===== src/rtl/l2_mem_block_xfer.sv =====
// l2_mem_block_xfer: L2-side initiator for the main-memory word port.
// Breaks one L2 block request (line fill or writeback) into BLOCK_WORDS
// single-word memory transactions. Fills come back critical-word-first and
// stream to L2 one word at a time. Writebacks read the L2 array by word index.
module l2_mem_block_xfer #(
   parameter  int n           = 32,
   parameter  int BLOCK_WORDS = 16,
   parameter  int ADDR_W      = 15,
   localparam int OFF_W       = $clog2(BLOCK_WORDS)
) (
   input  logic                    clk,
   input  logic                    reset,
   input  logic                    blk_req_valid,
   input  logic                    blk_req_write,
   input  logic [ADDR_W-OFF_W-1:0] blk_req_addr,
   input  logic [OFF_W-1:0]        blk_req_offset,
   output logic                    blk_ready,
   output logic                    blk_done,
   output logic [OFF_W-1:0]        wb_word_idx,
   input  logic [n-1:0]            wb_word_data,
   output logic                    fill_valid,
   output logic [OFF_W-1:0]        fill_word_idx,
   output logic [n-1:0]            fill_data,
   output logic                    L2_read_request,
   output logic                    L2_write_request,
   output logic [ADDR_W-1:0]       L2_word_address,
   output logic [n-1:0]            L2_wdata,
   input  logic [n-1:0]            L2_rdata,
   input  logic                    MM_busy
);

   typedef enum logic [1:0] {
      IDLE   = 2'd0,
      ISSUE  = 2'd1,
      ACTIVE = 2'd2,
      RESP   = 2'd3
   } state_t;

   state_t                  state;
   logic                    write_q;
   logic [ADDR_W-OFF_W-1:0] blk_addr_q;
   logic [OFF_W-1:0]        index;
   logic [OFF_W-1:0]        count;
   logic                    req_phase;

   // The request line is held from ISSUE through ACTIVE so memory sees it at
   // its access edge; it drops in RESP so the same word is never re-accessed.
   assign req_phase        = (state == ISSUE) || (state == ACTIVE);
   assign L2_read_request  = req_phase && !write_q;
   assign L2_write_request = req_phase && write_q;
   assign L2_word_address  = {blk_addr_q, index};
   assign L2_wdata         = wb_word_data;
   assign wb_word_idx      = index;
   assign blk_ready        = (state == IDLE);

   // Block sequencer: accepts a request, walks every word of the block with
   // wrap-around indexing, and produces the fill/done pulses.
   always_ff @(posedge clk) begin
      if (!reset) begin
         state         <= IDLE;
         write_q       <= 1'b0;
         blk_addr_q    <= {(ADDR_W-OFF_W){1'b0}};
         index         <= {OFF_W{1'b0}};
         count         <= {OFF_W{1'b0}};
         fill_data     <= {n{1'b0}};
         fill_word_idx <= {OFF_W{1'b0}};
         fill_valid    <= 1'b0;
         blk_done      <= 1'b0;
      end else begin
         fill_valid <= 1'b0;
         blk_done   <= 1'b0;
         case (state)
            IDLE: begin
               if (blk_req_valid) begin
                  write_q    <= blk_req_write;
                  blk_addr_q <= blk_req_addr;
                  // Writebacks always start at word 0; fills start at the critical word.
                  index      <= blk_req_write ? {OFF_W{1'b0}} : blk_req_offset;
                  count      <= {OFF_W{1'b0}};
                  state      <= ISSUE;
               end else begin
                  state <= IDLE;
               end
            end
            ISSUE: begin
               if (!MM_busy) begin
                  state <= ACTIVE;
               end else begin
                  state <= ISSUE;
               end
            end
            ACTIVE: begin
               if (MM_busy) begin
                  state <= RESP;
               end else begin
                  state <= ACTIVE;
               end
            end
            RESP: begin
               if (!write_q) begin
                  fill_data     <= L2_rdata;
                  fill_word_idx <= index;
                  fill_valid    <= 1'b1;
               end else begin
                  fill_valid <= 1'b0;
               end
               // Index wraps naturally at the power-of-two block size.
               index <= index + OFF_W'(1);
               count <= count + OFF_W'(1);
               if (count == OFF_W'(BLOCK_WORDS - 1)) begin
                  blk_done <= 1'b1;
                  state    <= IDLE;
               end else begin
                  state <= ISSUE;
               end
            end
            default: begin
               state <= IDLE;
            end
         endcase
      end
   end

endmodule


===== config.mk =====
export PLATFORM = sky130hd
export DESIGN_NAME = l2_mem_block_xfer
export DESIGN_NICKNAME = d
export VERILOG_FILES = /design/src/rtl/l2_mem_block_xfer.sv
export SDC_FILE = /design/constraint.sdc
export NUM_CORES = 1
export LEC_CHECK = 0
export ABC_AREA = 1
export BUFFER_PORTS_ARGS = -buffer_cell sky130_fd_sc_hd__buf_2
export CAP_MARGIN = 40
export CORE_MARGIN = 1.5
export CORE_UTILIZATION = 42
export CTS_CLUSTER_DIAMETER = 50
export CTS_CLUSTER_SIZE = 8
export DETAILED_ROUTE_END_ITERATION = 8
export GPL_TIMING_DRIVEN = 0
export PLACE_DENSITY = 0.91
export SLEW_MARGIN = 10
export SYNTH_ARGS = -nofsm -noshare
export SYNTH_HDL_FRONTEND = slang
export SYNTH_SLANG_ARGS = --single-unit

===== constraint.sdc =====
create_clock -name clk -period 1.7 [get_ports clk]
set_input_delay 0.34 -clock clk [delete_from_list [all_inputs] [get_ports clk]]
set_output_delay 0.34 -clock clk [all_outputs]
set_load 0.01 [all_outputs]

==> flow_metrics.env, run 1 <==
export IMPL_status="complete, no violations"
export IMPL_synth_seq_area_share_pct=46.0
export IMPL_synth_cells=332
export IMPL_post_dp_hpwl_mm=5.06
export IMPL_clkLatencyLatePin_ns=0.34
export IMPL_cp_arrival_ns=1.27
export IMPL_p_per_area_mw_per_mm2=949
export IMPL_cp_max_fo=3
export IMPL_drt_first_pass_iters=4
export IMPL_synthTopCellsByArea="dfxtp_1 46%, nor2_1 14%, buf_4 10%"
export IMPL_dieArea_sq_mm=0.00670
export IMPL_pin_count=176
export IMPL_initial_core_util_pct=43.9
export IMPL_tns_ns=0
export IMPL_wire_per_inst_um=11.9
export IMPL_cpPeakStageDelay_ns=0.34
export IMPL_root_buffer="clkbuf_8"
export IMPL_cts_tree="yes"
export IMPL_via_count=2659
export IMPL_grt_pass1_vias=2383
export IMPL_wl_mm=6.76
export IMPL_nets=577
export IMPL_design_core_area_sq_mm=0.00596
export IMPL_required_ns=1.36
export IMPL_dp_worst_setup_slack_ns=0.109
export IMPL_gp_congestion=0.880
export IMPL_r2r_start="state[0]"
export IMPL_die_height_um=81.9
export IMPL_crit_path_end="L2_write_request"
export IMPL_rows=28
export IMPL_setup_viol=0
export IMPL_hold_viol_final=0
export IMPL_drive_gt1_share_pct=43.7
export IMPL_synth_seq_cells=60
export IMPL_die_w_um=81.9
export IMPL_grt_antenna_before_repair=0
export IMPL_grt_ovfl_total=0
export IMPL_cpMaxStageDelayCell="dfxtp_2"
export IMPL_ir_drop_mv=0.531
export IMPL_finClkSkew_ns=0.0144
export IMPL_clock_path_buffers=2
export IMPL_ys_types=24
export IMPL_worst_slew_pin_slew_ns=0.468
export IMPL_startpoint="state[0]"
export IMPL_maxCapViolations=0
export IMPL_reg2reg_depth=8
export IMPL_worst_path_most_repeated_cell="inv_1"
export IMPL_yosysTopAreaCell="dfxtp_1"
export IMPL_viasPerCell=4.69
export IMPL_layout_setup_ws_ns=0.0874
export IMPL_hold_path_class="in2reg"
export IMPL_grt_pass1_wl_mm=10.1
export IMPL_postRouteAntennaNets=0
export IMPL_diodes=0
export IMPL_finalCriticalPeriod_ns=1.61
export IMPL_synth_nets=422
export IMPL_htreeDepth=3
export IMPL_period_share_pct=94.9
export IMPL_synth_area_sq_mm=0.00261
export IMPL_clk_pin_slew_ns=0.08
export IMPL_start_kind="flip-flop"
export IMPL_drc=0
export IMPL_grt_total_usage_pct=19.6
export IMPL_slew_headroom_pct=68.8
export IMPL_grt_start_max_net_pins=12
export IMPL_cts_buffers=9
export IMPL_fmax_mhz=620
export IMPL_ys_warnings_count=0
export IMPL_syn_avg_cell_area_sq_um=7.87
export IMPL_grt_setup_unrepaired="false"
export IMPL_drv_slew=0
export IMPL_power_mw=3.46
export IMPL_drtIter0Drc=130
export IMPL_reg2reg_to="wb_word_idx[2]"
export IMPL_area_growth_pct=39.7
export IMPL_synth_top_area_share_pct=46.0
export IMPL_crit_chain="inv_1 > ha_1 > nand2_1 > inv_1 > buf_2"
export IMPL_fin_hold_ws_ns=0.221
export IMPL_critical_path_endpoint_type="primary output"
export IMPL_p_leak_nw=2.00
export IMPL_clkSinkCount=60
export IMPL_rrSetupSlack_ns=0.13
export IMPL_port_buffers=143
export IMPL_path_class="reg2out"
==> cells in the final DEF, fill, tap and decap left out, drive strengths merged, types with 2 or more instances in the layout <==
| master | synthesis | final |
|---|---|---|
| a21oi | 10 | 10 |
| buf | 46 | 190 |
| bufinv | 0 | 2 |
| clkbuf | 7 | 17 |
| clkinv | 0 | 2 |
| clkinvlp | 0 | 2 |
| dfxtp | 60 | 60 |
| ha | 6 | 6 |
| inv | 14 | 14 |
| nand2 | 16 | 16 |
| nand3 | 9 | 9 |
| nor2 | 104 | 104 |
| o21ai | 55 | 55 |
==> worst min path at each step <==
stage	cells after the start	from	to
floorplan	2	count[3]	blk_done
global placement	2	blk_addr_q[7]	blk_addr_q[7]
detailed placement	2	blk_addr_q[0]	blk_addr_q[0]
CTS	3	L2_rdata[7]	fill_data[7]
global route	3	L2_rdata[9]	fill_data[9]
finish	3	L2_rdata[7]	fill_data[7]
==> flip-flops by register name (all words and copies together), names as in the netlist, 4 cells and up, named ones only <==
signal,count
blk_addr_q,11
count,4
fill_data,32
fill_word_idx,4
wb_word_idx,4
==> critical path, delay by kind of cell (launching register included) <==
| family | cells | cell delay [ns] |
|---|---|---|
| buf+inv | 3 | 0.22 |
| fa+ha+maj | 1 | 0.30 |
| simple gates | 1 | 0.08 |
| flops | 1 | 0.34 |
==> power by group <==
| part | switching (mW) | internal, mW |
|---|---|---|
| clock | 0.578 | 0.825 |
| sequential | 0.0501 | 1.47 |
| combinational | 0.275 | 0.258 |
| total | 0.903 | 2.56 |
==> cell usage after synthesis <==
cell type	number
a21boi_0	1
a21oi_1	10
buf_2	2
buf_4	36
buf_6	8
clkbuf_1	6
clkbuf_2	1
dfxtp_1	60
ha_1	6
inv_1	12
inv_4	1
inv_6	1
nand2_1	15
nand2_2	1
nand3_1	9
nand4_1	1
nor2_1	100
nor2_2	3
nor2_4	1
o211a_1	1
o211ai_1	1
o21ai_0	50
o21ai_1	5
xor2_1	1
==> through the flow <==
step | utilization [%] | cell area [sq um] | instances
4_1_cts | 61.1 | 3640 | 566
3_3_place_gp | 57.5 | 3420 | 550
6_report | 61.3 | 3650 | 567
3_5_place_dp | 57.5 | 3420 | 550
5_1_grt | 61.3 | 3650 | 567
2_1_floorplan | - | 2610 | 332
==> metal layers <==
layer / wire [um] / vias to the layer above / GRT usage [%] / part of all wire, %
li1: - / 1340 / - / -
met1: 2740 / 1194 / 21.0 / 40
met2: 3390 / 111 / 34.6 / 50
met3: 519 / 14 / 7.11 / 7.7
met4: 116 / 0 / 8.31 / 1.7
met5: 0 / - / 0 / 0
==> layout make-up <==
type / count / area (sq um)
well taps: 75 / 93.8
clock inverters: 6 / 88.8
flip-flops and latches: 60 / 1200
clock buffers: 10 / 128
inverters: 14 / 60.1
plain buffers: 53 / 398
fillers: 526 / 2310
multi-input cells: 205 / 953
repair buffers: 144 / 723
==> what timing repair did <==
action	CTS	global route
hold buffers	0	0
gates cloned	0	0
setup endpoints to repair	2	3
pin swaps	0	0
resized for setup	1	1
buffers inserted	0	1
==> logic make-up after synthesis <==
group                    count (synthesis)  synth area share [%]
adder cells (fa/ha/maj)                  6                  2.87
buffers and inverters                   67                  17.5
flip-flops                              60                  46.0
AO/OA/AOI/OAI                           68                  13.4
AND/OR/NAND/NOR                        130                  19.9
XOR/XNOR                                 1                 0.335
Note: power is estimated with default switching activity, not from simulation.
==> run 2, diff against run 1 <==
- PLACE_DENSITY: 0.91 -> 0.81
==> run 2 against run 1 <==
Critical path depth unchanged. Wire length fell by 1.3%. Hold slack improved by 0.0049 ns. Register-to-register slack gained 0.07 ns. Largest power group unchanged.
==> flow_metrics.env, run 2 (synthesized netlist as in run 1, its figures left out) <==
export IMPL_layout_setup_ws_ns=0.0692
export IMPL_root_buffer="clkbuf_8"
export IMPL_seqPwrFrac_pct=45.5
export IMPL_slew_headroom_pct=66.9
export IMPL_viasPerCell=4.62
export IMPL_clk_pin_slew_ns=0.07
export IMPL_grt_start_max_net_pins=11
export IMPL_port_buffers=143
export IMPL_pwr_share_clk_pct=38.5
export IMPL_dp_worst_setup_slack_ns=0.119
export IMPL_dieArea_sq_mm=0.00670
export IMPL_hold_path_class="in2reg"
export IMPL_post_dp_hpwl_mm=5.07
export IMPL_grt_pass1_wl_mm=10.1
export IMPL_drv_slew=0
export IMPL_drtIter0Drc=129
export IMPL_fin_hold_ws_ns=0.226
export IMPL_postRouteAntennaNets=0
export IMPL_die_height_um=81.9
export IMPL_mostFrequentLayoutCells="145 x buf_2, 100 x nor2_1, 58 x dfxtp_1, 50 x o21ai_0, 37 x buf_4"
export IMPL_power_mw=3.36
export IMPL_p_leak_nw=2.00
export IMPL_reg_largest_list="fill_data: 32 flops, blk_addr_q: 11 flops"
export IMPL_wl_mm=6.67
export IMPL_switching_power_mw=0.868
export IMPL_fillers=557
export IMPL_pin_count=176
export IMPL_grt_total_usage_pct=19.9
export IMPL_cts_buffers=9
export IMPL_cp_arrival_ns=1.29
export IMPL_design_core_area_sq_mm=0.00596
export IMPL_largest_register_ffs=32
export IMPL_die_w_um=81.9
export IMPL_diodes=0
export IMPL_maxCapViolations=0
export IMPL_status="complete, no violations"
export IMPL_ir_drop_mv=0.702
export IMPL_sw_frac_of_total_pct=25.8
export IMPL_ctsHoldBuffers=0
export IMPL_drive_gt1_share_pct=44.1
export IMPL_htreeDepth=3
export IMPL_start_kind="flip-flop"
export IMPL_cp_max_fo=4
export IMPL_clock_path_buffers=2
export IMPL_grt_pass1_vias=2310
export IMPL_area_growth_pct=39.6
export IMPL_fmax_mhz=613
export IMPL_drc=0
export IMPL_intPower_mw=2.49
export IMPL_finalCriticalPeriod_ns=1.63
export IMPL_worst_slew_pin_slew_ns=0.497
export IMPL_p_per_area_mw_per_mm2=921
export IMPL_final_area_sq_mm=0.00365
export IMPL_gp_congestion=0.872
export IMPL_period_share_pct=95.9
export IMPL_critical_path_endpoint_type="primary output"
export IMPL_wire_per_inst_um=11.8
export IMPL_via_count=2617
export IMPL_mostFrequentLayoutCell="buf_2"
export IMPL_grt_antenna_before_repair=0
export IMPL_largest_register="fill_data"
export IMPL_clkLatencyLatePin_ns=0.33
export IMPL_rows=28
export IMPL_place_area_sq_mm=0.00342
export IMPL_comb_power_share_pct=16.0
export IMPL_hold_viol_final=0
export IMPL_drt_first_pass_iters=4
export IMPL_grt_ovfl_total=0
export IMPL_clkSinkCount=60
export IMPL_path_class="reg2out"
export IMPL_nets=577
export IMPL_finClkSkew_ns=0.00658
export IMPL_initial_core_util_pct=43.9
export IMPL_required_ns=1.36
export IMPL_cts_tree="yes"
export IMPL_setup_viol=0
export IMPL_final_util_pct=61.2
[run 2: cell count changes in the layout (fill, tap and decap cells not counted), sizes merged]
cell      previous run  this run
clkbuf              17        19
bufinv               2         1
clkinvlp             2         1
[run 2: through the flow]
stage	setup TNS [ns]	cells
floorplan	0	332
global placement	0	550
detailed placement	0	550
CTS	0	566
global route	-0.0173	567
finish	0	567
[run 2: final cells by class]
| class | instances | area, sq um | area share [%] |
|---|---|---|---|
| timing repair buffer | 144 | 723 | 19.8 |
| multi-input combinational | 205 | 966 | 26.5 |
| sequential | 60 | 1200 | 33.0 |
| buffer | 53 | 398 | 10.9 |
| tap | 75 | 93.8 | 2.57 |
| inverter | 14 | 60.1 | 1.65 |
| clock inverter | 4 | 47.5 | 1.30 |
| clock buffer | 12 | 155 | 4.25 |
[run 2: routing by layer]
metal | part of all wire (%) | GRT usage (%) | vias up
li1 | - | - | 1336
met4 | 1.4 | 7.97 | 0
met5 | 0 | 0 | -
met1 | 40 | 21.6 | 1161
met2 | 51 | 35.4 | 109
met3 | 8.3 | 6.56 | 11
[run 2: repair_timing]
action                                 CTS  global route
gates cloned                             0             0
endpoints found under the hold margin    0             0
setup endpoints to repair                1             2
gates resized for setup                  2             2
buffers inserted                         0             1
[run 2: path summary, 6_finish.rpt]
kind / startpoint / end / slack (ns) / cells past startpoint
hold reg to reg: blk_addr_q[7] / blk_addr_q[7] / 0.48 / 2
setup / recovery: state[0] / L2_read_request / 0.07 / 5
hold / removal: L2_rdata[29] / fill_data[29] / 0.23 / 3
setup reg to reg: state[0] / count[3] / 0.20 / 7
[run 2: power by group through the flow]
stage                     clock (mW)  combinational [mW]  sequential, mW
after floorplan                    0               0.281            1.58
after global placement             0               0.519            1.55
after detailed placement           0               0.530            1.56
after CTS                       1.32               0.533            1.53
after global routing            1.39               0.607            1.54
final                           1.29               0.538            1.53
[run 2: critical path, cell delays in order, from the launching register on]
cell and delay, ns:
dfxtp_2 0.35, inv_1 0.09, ha_4 0.28, inv_1 0.03
nor2_1 0.07, buf_2 0.13
